## src/rtl/inlet_dose_scheduler_pkg.sv

```systemverilog
// Shared definitions for the microfluidic valve controllers.
// - valve_state_e : sequencer states (IDLE, GAP, DOSE, FLUSH)
// - DEF_*_CYCLES  : default break-before-make gap and flush lengths
// - cnt_width()   : width of the single down-counter that times every state
package mfda_valve_pkg;

    typedef enum logic [1:0] {
        IDLE  = 2'd0,
        GAP   = 2'd1,
        DOSE  = 2'd2,
        FLUSH = 2'd3
    } valve_state_e;

    localparam int DEF_GAP_CYCLES   = 4;
    localparam int DEF_FLUSH_CYCLES = 32;

    // The counter must hold the largest reload value of any state, so take
    // the widest of the dose field and the bits needed for the fixed intervals.
    function automatic int cnt_width(input int dose_w, input int flush_cycles,
                                     input int gap_cycles);
        int w;
        w = dose_w;
        if ($clog2(flush_cycles + 1) > w) begin
            w = $clog2(flush_cycles + 1);
        end
        if ($clog2(gap_cycles + 1) > w) begin
            w = $clog2(gap_cycles + 1);
        end
        return w;
    endfunction

endpackage

```

## src/rtl/inlet_dose_scheduler_rr_arbiter.sv

```systemverilog
// Combinational round-robin arbiter.
// - req     : request vector, one bit per requester
// - ptr     : index of the requester that has highest priority this round
// - winner  : one-hot grant (all zero when no request)
// - win_idx : binary index of the winner
// - any_req : at least one request is present
// The pointer register lives in the parent so it only moves on a real grant.
module rr_arbiter #(
    parameter int N     = 3,
    parameter int IDX_W = (N > 1) ? $clog2(N) : 1
) (
    input  logic [N-1:0]     req,
    input  logic [IDX_W-1:0] ptr,
    output logic [N-1:0]     winner,
    output logic [IDX_W-1:0] win_idx,
    output logic             any_req
);

    logic             found_s;
    int               pos_s;
    logic [IDX_W-1:0] idx_s;

    // Scan the requesters starting at ptr and wrapping once; first hit wins.
    always_comb begin
        winner  = '0;
        win_idx = '0;
        found_s = 1'b0;
        pos_s   = 0;
        idx_s   = '0;
        for (int k = 0; k < N; k++) begin
            pos_s = int'(ptr) + k;
            if (pos_s >= N) begin
                pos_s = pos_s - N;
            end else begin
                pos_s = pos_s;
            end
            idx_s = IDX_W'(pos_s);
            if (!found_s && req[idx_s]) begin
                found_s        = 1'b1;
                winner[idx_s]  = 1'b1;
                win_idx        = idx_s;
            end else begin
                found_s = found_s;
            end
        end
        any_req = |req;
    end

endmodule

```

## src/rtl/inlet_dose_scheduler.sv

```systemverilog
// Time-shares the single mixer/outlet channel among N_INLET solution inlets.
// Each round-robin grant runs: all-closed gap -> timed dose -> flush.
// Ports:
// - clk, rst_n           : clock, asynchronous active-low reset
// - req[N]               : level request per inlet, held until gnt
// - dose_len[N*DOSE_W]   : per-inlet dose length in cycles, sampled at grant
// - abort                : cut the current sequence short (GAP or DOSE only)
// - gnt[N], done[N]      : one-cycle one-hot pulses (accepted / finished)
// - aborted              : qualifies done when the sequence was aborted
// - valve_inlet[N], valve_flush, valve_out : registered valve drives
// - busy                 : sequencer not idle
module inlet_dose_scheduler
    import mfda_valve_pkg::*;
#(
    parameter int N_INLET      = 3,
    parameter int DOSE_W       = 16,
    parameter int GAP_CYCLES   = DEF_GAP_CYCLES,
    parameter int FLUSH_CYCLES = DEF_FLUSH_CYCLES
) (
    input  logic                       clk,
    input  logic                       rst_n,
    input  logic [N_INLET-1:0]         req,
    input  logic [N_INLET*DOSE_W-1:0]  dose_len,
    input  logic                       abort,
    output logic [N_INLET-1:0]         gnt,
    output logic [N_INLET-1:0]         done,
    output logic                       aborted,
    output logic [N_INLET-1:0]         valve_inlet,
    output logic                       valve_flush,
    output logic                       valve_out,
    output logic                       busy
);

    localparam int CNT_W = cnt_width(DOSE_W, FLUSH_CYCLES, GAP_CYCLES);
    localparam int IDX_W = $clog2(N_INLET);

    valve_state_e        state_q, state_d;
    logic [CNT_W-1:0]    cnt_q, cnt_d;
    logic [IDX_W-1:0]    cur_idx_q, cur_idx_d;
    logic [IDX_W-1:0]    ptr_q, ptr_d;
    logic [DOSE_W-1:0]   dose_q, dose_d;
    logic                abort_flag_q, abort_flag_d;
    logic [N_INLET-1:0]  gnt_q, gnt_d;
    logic [N_INLET-1:0]  done_q, done_d;
    logic                aborted_q, aborted_d;
    logic [N_INLET-1:0]  valve_inlet_q, valve_inlet_d;
    logic                valve_flush_q, valve_flush_d;
    logic                valve_out_q, valve_out_d;
    logic                busy_q, busy_d;

    logic [N_INLET-1:0]  winner_s;
    logic [IDX_W-1:0]    win_idx_s;
    logic                any_req_s;
    logic [DOSE_W-1:0]   sel_dose_s;

    function automatic logic [N_INLET-1:0] idx_onehot(input logic [IDX_W-1:0] idx);
        logic [N_INLET-1:0] oh;
        oh      = '0;
        oh[idx] = 1'b1;
        return oh;
    endfunction

    rr_arbiter #(
        .N     (N_INLET),
        .IDX_W (IDX_W)
    ) u_arb (
        .req     (req),
        .ptr     (ptr_q),
        .winner  (winner_s),
        .win_idx (win_idx_s),
        .any_req (any_req_s)
    );

    // Pick the winner's dose length out of the packed bus with constant slices.
    always_comb begin
        sel_dose_s = '0;
        for (int i = 0; i < N_INLET; i++) begin
            if (win_idx_s == IDX_W'(i)) begin
                sel_dose_s = dose_len[i*DOSE_W +: DOSE_W];
            end else begin
                sel_dose_s = sel_dose_s;
            end
        end
    end

    // Sequencer next-state, counter and pulse generation; valve drives are
    // decoded from the next state so the registered pins track the state flop.
    always_comb begin
        state_d      = state_q;
        cnt_d        = cnt_q;
        cur_idx_d    = cur_idx_q;
        ptr_d        = ptr_q;
        dose_d       = dose_q;
        abort_flag_d = abort_flag_q;
        gnt_d        = '0;
        done_d       = '0;
        aborted_d    = 1'b0;

        case (state_q)
            IDLE: begin
                if (any_req_s) begin
                    state_d      = GAP;
                    cur_idx_d    = win_idx_s;
                    dose_d       = sel_dose_s;
                    cnt_d        = CNT_W'(GAP_CYCLES - 1);
                    gnt_d        = winner_s;
                    abort_flag_d = 1'b0;
                    if (win_idx_s == IDX_W'(N_INLET - 1)) begin
                        ptr_d = '0;
                    end else begin
                        ptr_d = win_idx_s + IDX_W'(1);
                    end
                end else begin
                    state_d = IDLE;
                end
            end
            GAP: begin
                if (abort) begin
                    state_d   = IDLE;
                    done_d    = idx_onehot(cur_idx_q);
                    aborted_d = 1'b1;
                end else if (cnt_q == CNT_W'(0)) begin
                    if (dose_q == DOSE_W'(0)) begin
                        // Empty dose: nothing reached the channel, so no flush.
                        state_d = IDLE;
                        done_d  = idx_onehot(cur_idx_q);
                    end else begin
                        state_d = DOSE;
                        cnt_d   = CNT_W'(dose_q) - CNT_W'(1);
                    end
                end else begin
                    cnt_d = cnt_q - CNT_W'(1);
                end
            end
            DOSE: begin
                // An abort on the final dose cycle still counts as an abort.
                if (abort || (cnt_q == CNT_W'(0))) begin
                    state_d      = FLUSH;
                    cnt_d        = CNT_W'(FLUSH_CYCLES - 1);
                    abort_flag_d = abort;
                end else begin
                    cnt_d = cnt_q - CNT_W'(1);
                end
            end
            FLUSH: begin
                if (cnt_q == CNT_W'(0)) begin
                    state_d   = IDLE;
                    done_d    = idx_onehot(cur_idx_q);
                    aborted_d = abort_flag_q;
                end else begin
                    cnt_d = cnt_q - CNT_W'(1);
                end
            end
            default: begin
                state_d = IDLE;
            end
        endcase

        if (state_d == DOSE) begin
            valve_inlet_d = idx_onehot(cur_idx_d);
        end else begin
            valve_inlet_d = '0;
        end
        valve_flush_d = (state_d == FLUSH);
        valve_out_d   = (state_d == DOSE) || (state_d == FLUSH);
        busy_d        = (state_d != IDLE);
    end

    // State, counter and output registers; reset closes every valve at once.
    always_ff @(posedge clk or negedge rst_n) begin
        if (!rst_n) begin
            state_q       <= IDLE;
            cnt_q         <= '0;
            cur_idx_q     <= '0;
            ptr_q         <= '0;
            dose_q        <= '0;
            abort_flag_q  <= 1'b0;
            gnt_q         <= '0;
            done_q        <= '0;
            aborted_q     <= 1'b0;
            valve_inlet_q <= '0;
            valve_flush_q <= 1'b0;
            valve_out_q   <= 1'b0;
            busy_q        <= 1'b0;
        end else begin
            state_q       <= state_d;
            cnt_q         <= cnt_d;
            cur_idx_q     <= cur_idx_d;
            ptr_q         <= ptr_d;
            dose_q        <= dose_d;
            abort_flag_q  <= abort_flag_d;
            gnt_q         <= gnt_d;
            done_q        <= done_d;
            aborted_q     <= aborted_d;
            valve_inlet_q <= valve_inlet_d;
            valve_flush_q <= valve_flush_d;
            valve_out_q   <= valve_out_d;
            busy_q        <= busy_d;
        end
    end

    assign gnt         = gnt_q;
    assign done        = done_q;
    assign aborted     = aborted_q;
    assign valve_inlet = valve_inlet_q;
    assign valve_flush = valve_flush_q;
    assign valve_out   = valve_out_q;
    assign busy        = busy_q;

endmodule
```

## config.mk

```make
export PLATFORM = sky130hd
export DESIGN_NAME = inlet_dose_scheduler
export DESIGN_NICKNAME = d
export VERILOG_FILES = /design/src/rtl/inlet_dose_scheduler_pkg.sv /design/src/rtl/inlet_dose_scheduler_rr_arbiter.sv /design/src/rtl/inlet_dose_scheduler.sv
export SDC_FILE = /design/constraint.sdc
export NUM_CORES = 1
export LEC_CHECK = 0
export ABC_CLOCK_PERIOD_IN_PS = 5650
export CAP_MARGIN = 25
export CORE_MARGIN = 3
export CORE_UTILIZATION = 30
export CTS_BUF_LIST = sky130_fd_sc_hd__clkbuf_2 sky130_fd_sc_hd__clkbuf_4 sky130_fd_sc_hd__clkbuf_8
export CTS_CLUSTER_SIZE = 20
export DETAILED_ROUTE_END_ITERATION = 7
export SYNTH_ARGS = -nofsm -noshare
export SYNTH_HDL_FRONTEND = slang
export SYNTH_HIERARCHICAL = 1
export SYNTH_SLANG_ARGS = --single-unit
```

## constraint.sdc

```tcl
create_clock -name clk -period 5.65 [get_ports clk]
set_clock_uncertainty 0.05 [all_clocks]
set_input_delay 0.8475 -clock clk [delete_from_list [all_inputs] [get_ports clk]]
set_output_delay 0.8475 -clock clk [all_outputs]
set_load 0.01 [all_outputs]
```

==> metrics.txt <==
gpl congestion=0.879; total routing usage reported by global routing=13.9%; DR vias=3180; die area=13300 sq um; Setup crit end=valve_inlet[2]$_DFF_PN0_; CP top delay family=buffers and inverters; DRT Pass-1 Iters=5; die width=115 microns; most common cell in the synthesized netlist=dfrtp_1; Reg2Reg Depth=11; WP data required=5780 ps; Critical Path Slowest Stage Cell=clkdlybuf4s50_1; Routed WL=8930 microns; CTS tree=built; Max Fanout on Critical Path=37; unrepaired setup endpoints after global routing=false; placed cells=591; Core Area=11500 sq um; number of antenna violations at the first check in global routing=0; final instance area=4460 sq um; status=finished, final reports clean; Num CTS Buffers=5; Worst IR Drop VDD=0.000284 V; Resized Gates After CTS=0; IO Pins=67; crit path cell chain=clkdlybuf4s50_1, or3_1, nor2b_1, and2_1, buf_4, mux2_2, a2111oi_1; # rows=39; IO Port Bufs=66; Final Non-Filler Cells=600; # DRC=0; largest net degree at the start of global routing=53; top cells by area, synth=dfrtp_1 (36%), a21oi_1 (5.7%), nor2_1 (5.3%); Slew Limit Headroom=35.3%; Fmax=323 MHz; Hold Startpoint=cur_idx_q[1]$_DFF_PN0_; reg2reg setup slack=2870 ps; placed inst area=4340 sq um; synthesized instance count=398; post-DP HPWL=6680 microns; Setup TNS=0 ps; share of the synthesized area in the top cell type=36.4%; period utilization=54.8%; Avg WL per Cell=14.9 microns; syn avg cell area=8.99 sq um; number of synthesized register bits=52; HP Class=reg -> reg; Syn Nets=460; EDFF count, synth=0; total congestion overflow=0; Clk pin slew, worst setup/hold paths=100 ps; global-route wire length before repair=15300 microns; ys async rst share=100%; PD cells=530 nW/um^2; Clk Tree Root Cell=clkbuf_8; top_reg_cell synth=dfrtp_1; Antenna Violating Nets Remaining=0; Synth top cells by count=dfrtp_1 (52), nor2_1 (51), a21oi_1 (41), inv_1 (26), mux2i_1 (18); share of layout cells above drive strength 1=8.75%; cell depth of the worst setup path=7; Initial Utilization=31.1%; number of clock sinks=52; clk_lat worst skew=310 ps; Final Net Count=518; number of global-route vias before repair=3192; Tmin final=3090 ps; reg2reg end=dose_q[8]$_DFFE_PN0P_; Hold Violations, Final=0; Tightest Pin Transition=961 ps; WP buf/inv=2; die height=115 microns; post-CTS setup buffers=0; post-synthesis sequential area ratio=36.4%; n_diodes=0; Setup Crit Path Kind=in -> reg; critical path launch point=req[2]; reg2reg start=ptr_q[1]$_DFFE_PN0P_; CP peak stage delay=580 ps; Setup crit end kind=register; DR iter-0 viols=148; cell taking the most area after synthesis=dfrtp_1; Ys Warns=6; clock buffer depth=2; # hold bufs at CTS=0; CTS H-tree lvls=2; post-synthesis cell area=3580 sq um; final slew viol count=0; CP Launch Type=input pin; synth unique cells=74; Vias/cell=5.30; critical path arrival=3230 ps; Max Cap Viol=0; Layout area overhead=24.8%; Setup-failing EPs final=0; Lkg Pwr=0.00174 uW
power breakdown:
part / internal (uW) / switching (uW)
Clock: 134 / 133
Combinational: 563 / 800
Sequential: 530 / 206
per-stage QoR:
stage | worst slack, ps | utilization [%] | power [uW] | hold slack, ps
finish | 2560 | 38.8 | 2370 | 436
global route | 2350 | 38.8 | 2580 | 463
CTS | 2270 | 38.7 | 2360 | 438
detailed placement | 1950 | 37.7 | 2080 | 424
global placement | 2090 | 37.7 | 2050 | 424
floorplan | 2930 | - | 1760 | 391
area by class of cell:
type / instances / area [sq um]
repair buffers: 72 / 701
well taps: 143 / 179
fillers: 1167 / 7050
clock inverters: 3 / 46.3
multi-input cells: 299 / 2070
flip-flops and latches: 52 / 1300
clock buffers: 5 / 68.8
inverters: 26 / 97.6
registers in the layout, indices dropped and copies added (netlist names):
name / count
abort_flag_q: 1
ptr_q: 2
state_q: 2
busy: 1
aborted: 1
dose_q: 16
valve_out: 1
valve_flush: 1
done: 3
cnt_q: 16
gnt: 3
cur_idx_q: 2
valve_inlet: 3
cells by family after synthesis:
family          share of synthesized area [%]
xor+xnor                                 3.18
simple gates                             23.6
mux                                      5.98
fa+ha+maj                                2.80
buf+inv                                  5.84
flops                                    36.4
compound gates                           22.2
worst min path at each step:
stage / end / slack, ps / depth (start not counted)
global placement: done[1]$_DFF_PN0_ / 420 / 1
CTS: done[1]$_DFF_PN0_ / 440 / 1
floorplan: done[1]$_DFF_PN0_ / 390 / 1
finish: done[1]$_DFF_PN0_ / 440 / 1
detailed placement: done[1]$_DFF_PN0_ / 420 / 1
global route: done[2]$_DFF_PN0_ / 460 / 1
layout by cell type, fill, tap and decap left out, types with 4 or more instances in the layout:
cell / count
a211oi_1: 11
ha_1: 8
a21oi_1: 41
clkdlybuf4s50_1: 65
and3_1: 5
nor3_1: 8
nand4_1: 4
nor2b_1: 5
clkbuf_8: 5
inv_1: 26
nor2_1: 50
xor2_1: 4
o21ai_0: 16
xnor2_1: 9
nand3_1: 15
mux2i_1: 18
o221ai_1: 5
o211ai_1: 6
nor3b_1: 5
dfrtp_1: 52
buf_4: 6
nand2_1: 17
or3_1: 4
layer usage:
layer  global-route usage, %  vias up  routed length, microns
met1                    19.0     1488                    4090
met4                    3.21        0                     144
met2                    22.8      108                    4200
met3                    2.63       13                     492
li1                        -     1571                       -
met5                       0        -                       0
(Power assumes the default switching activity.)
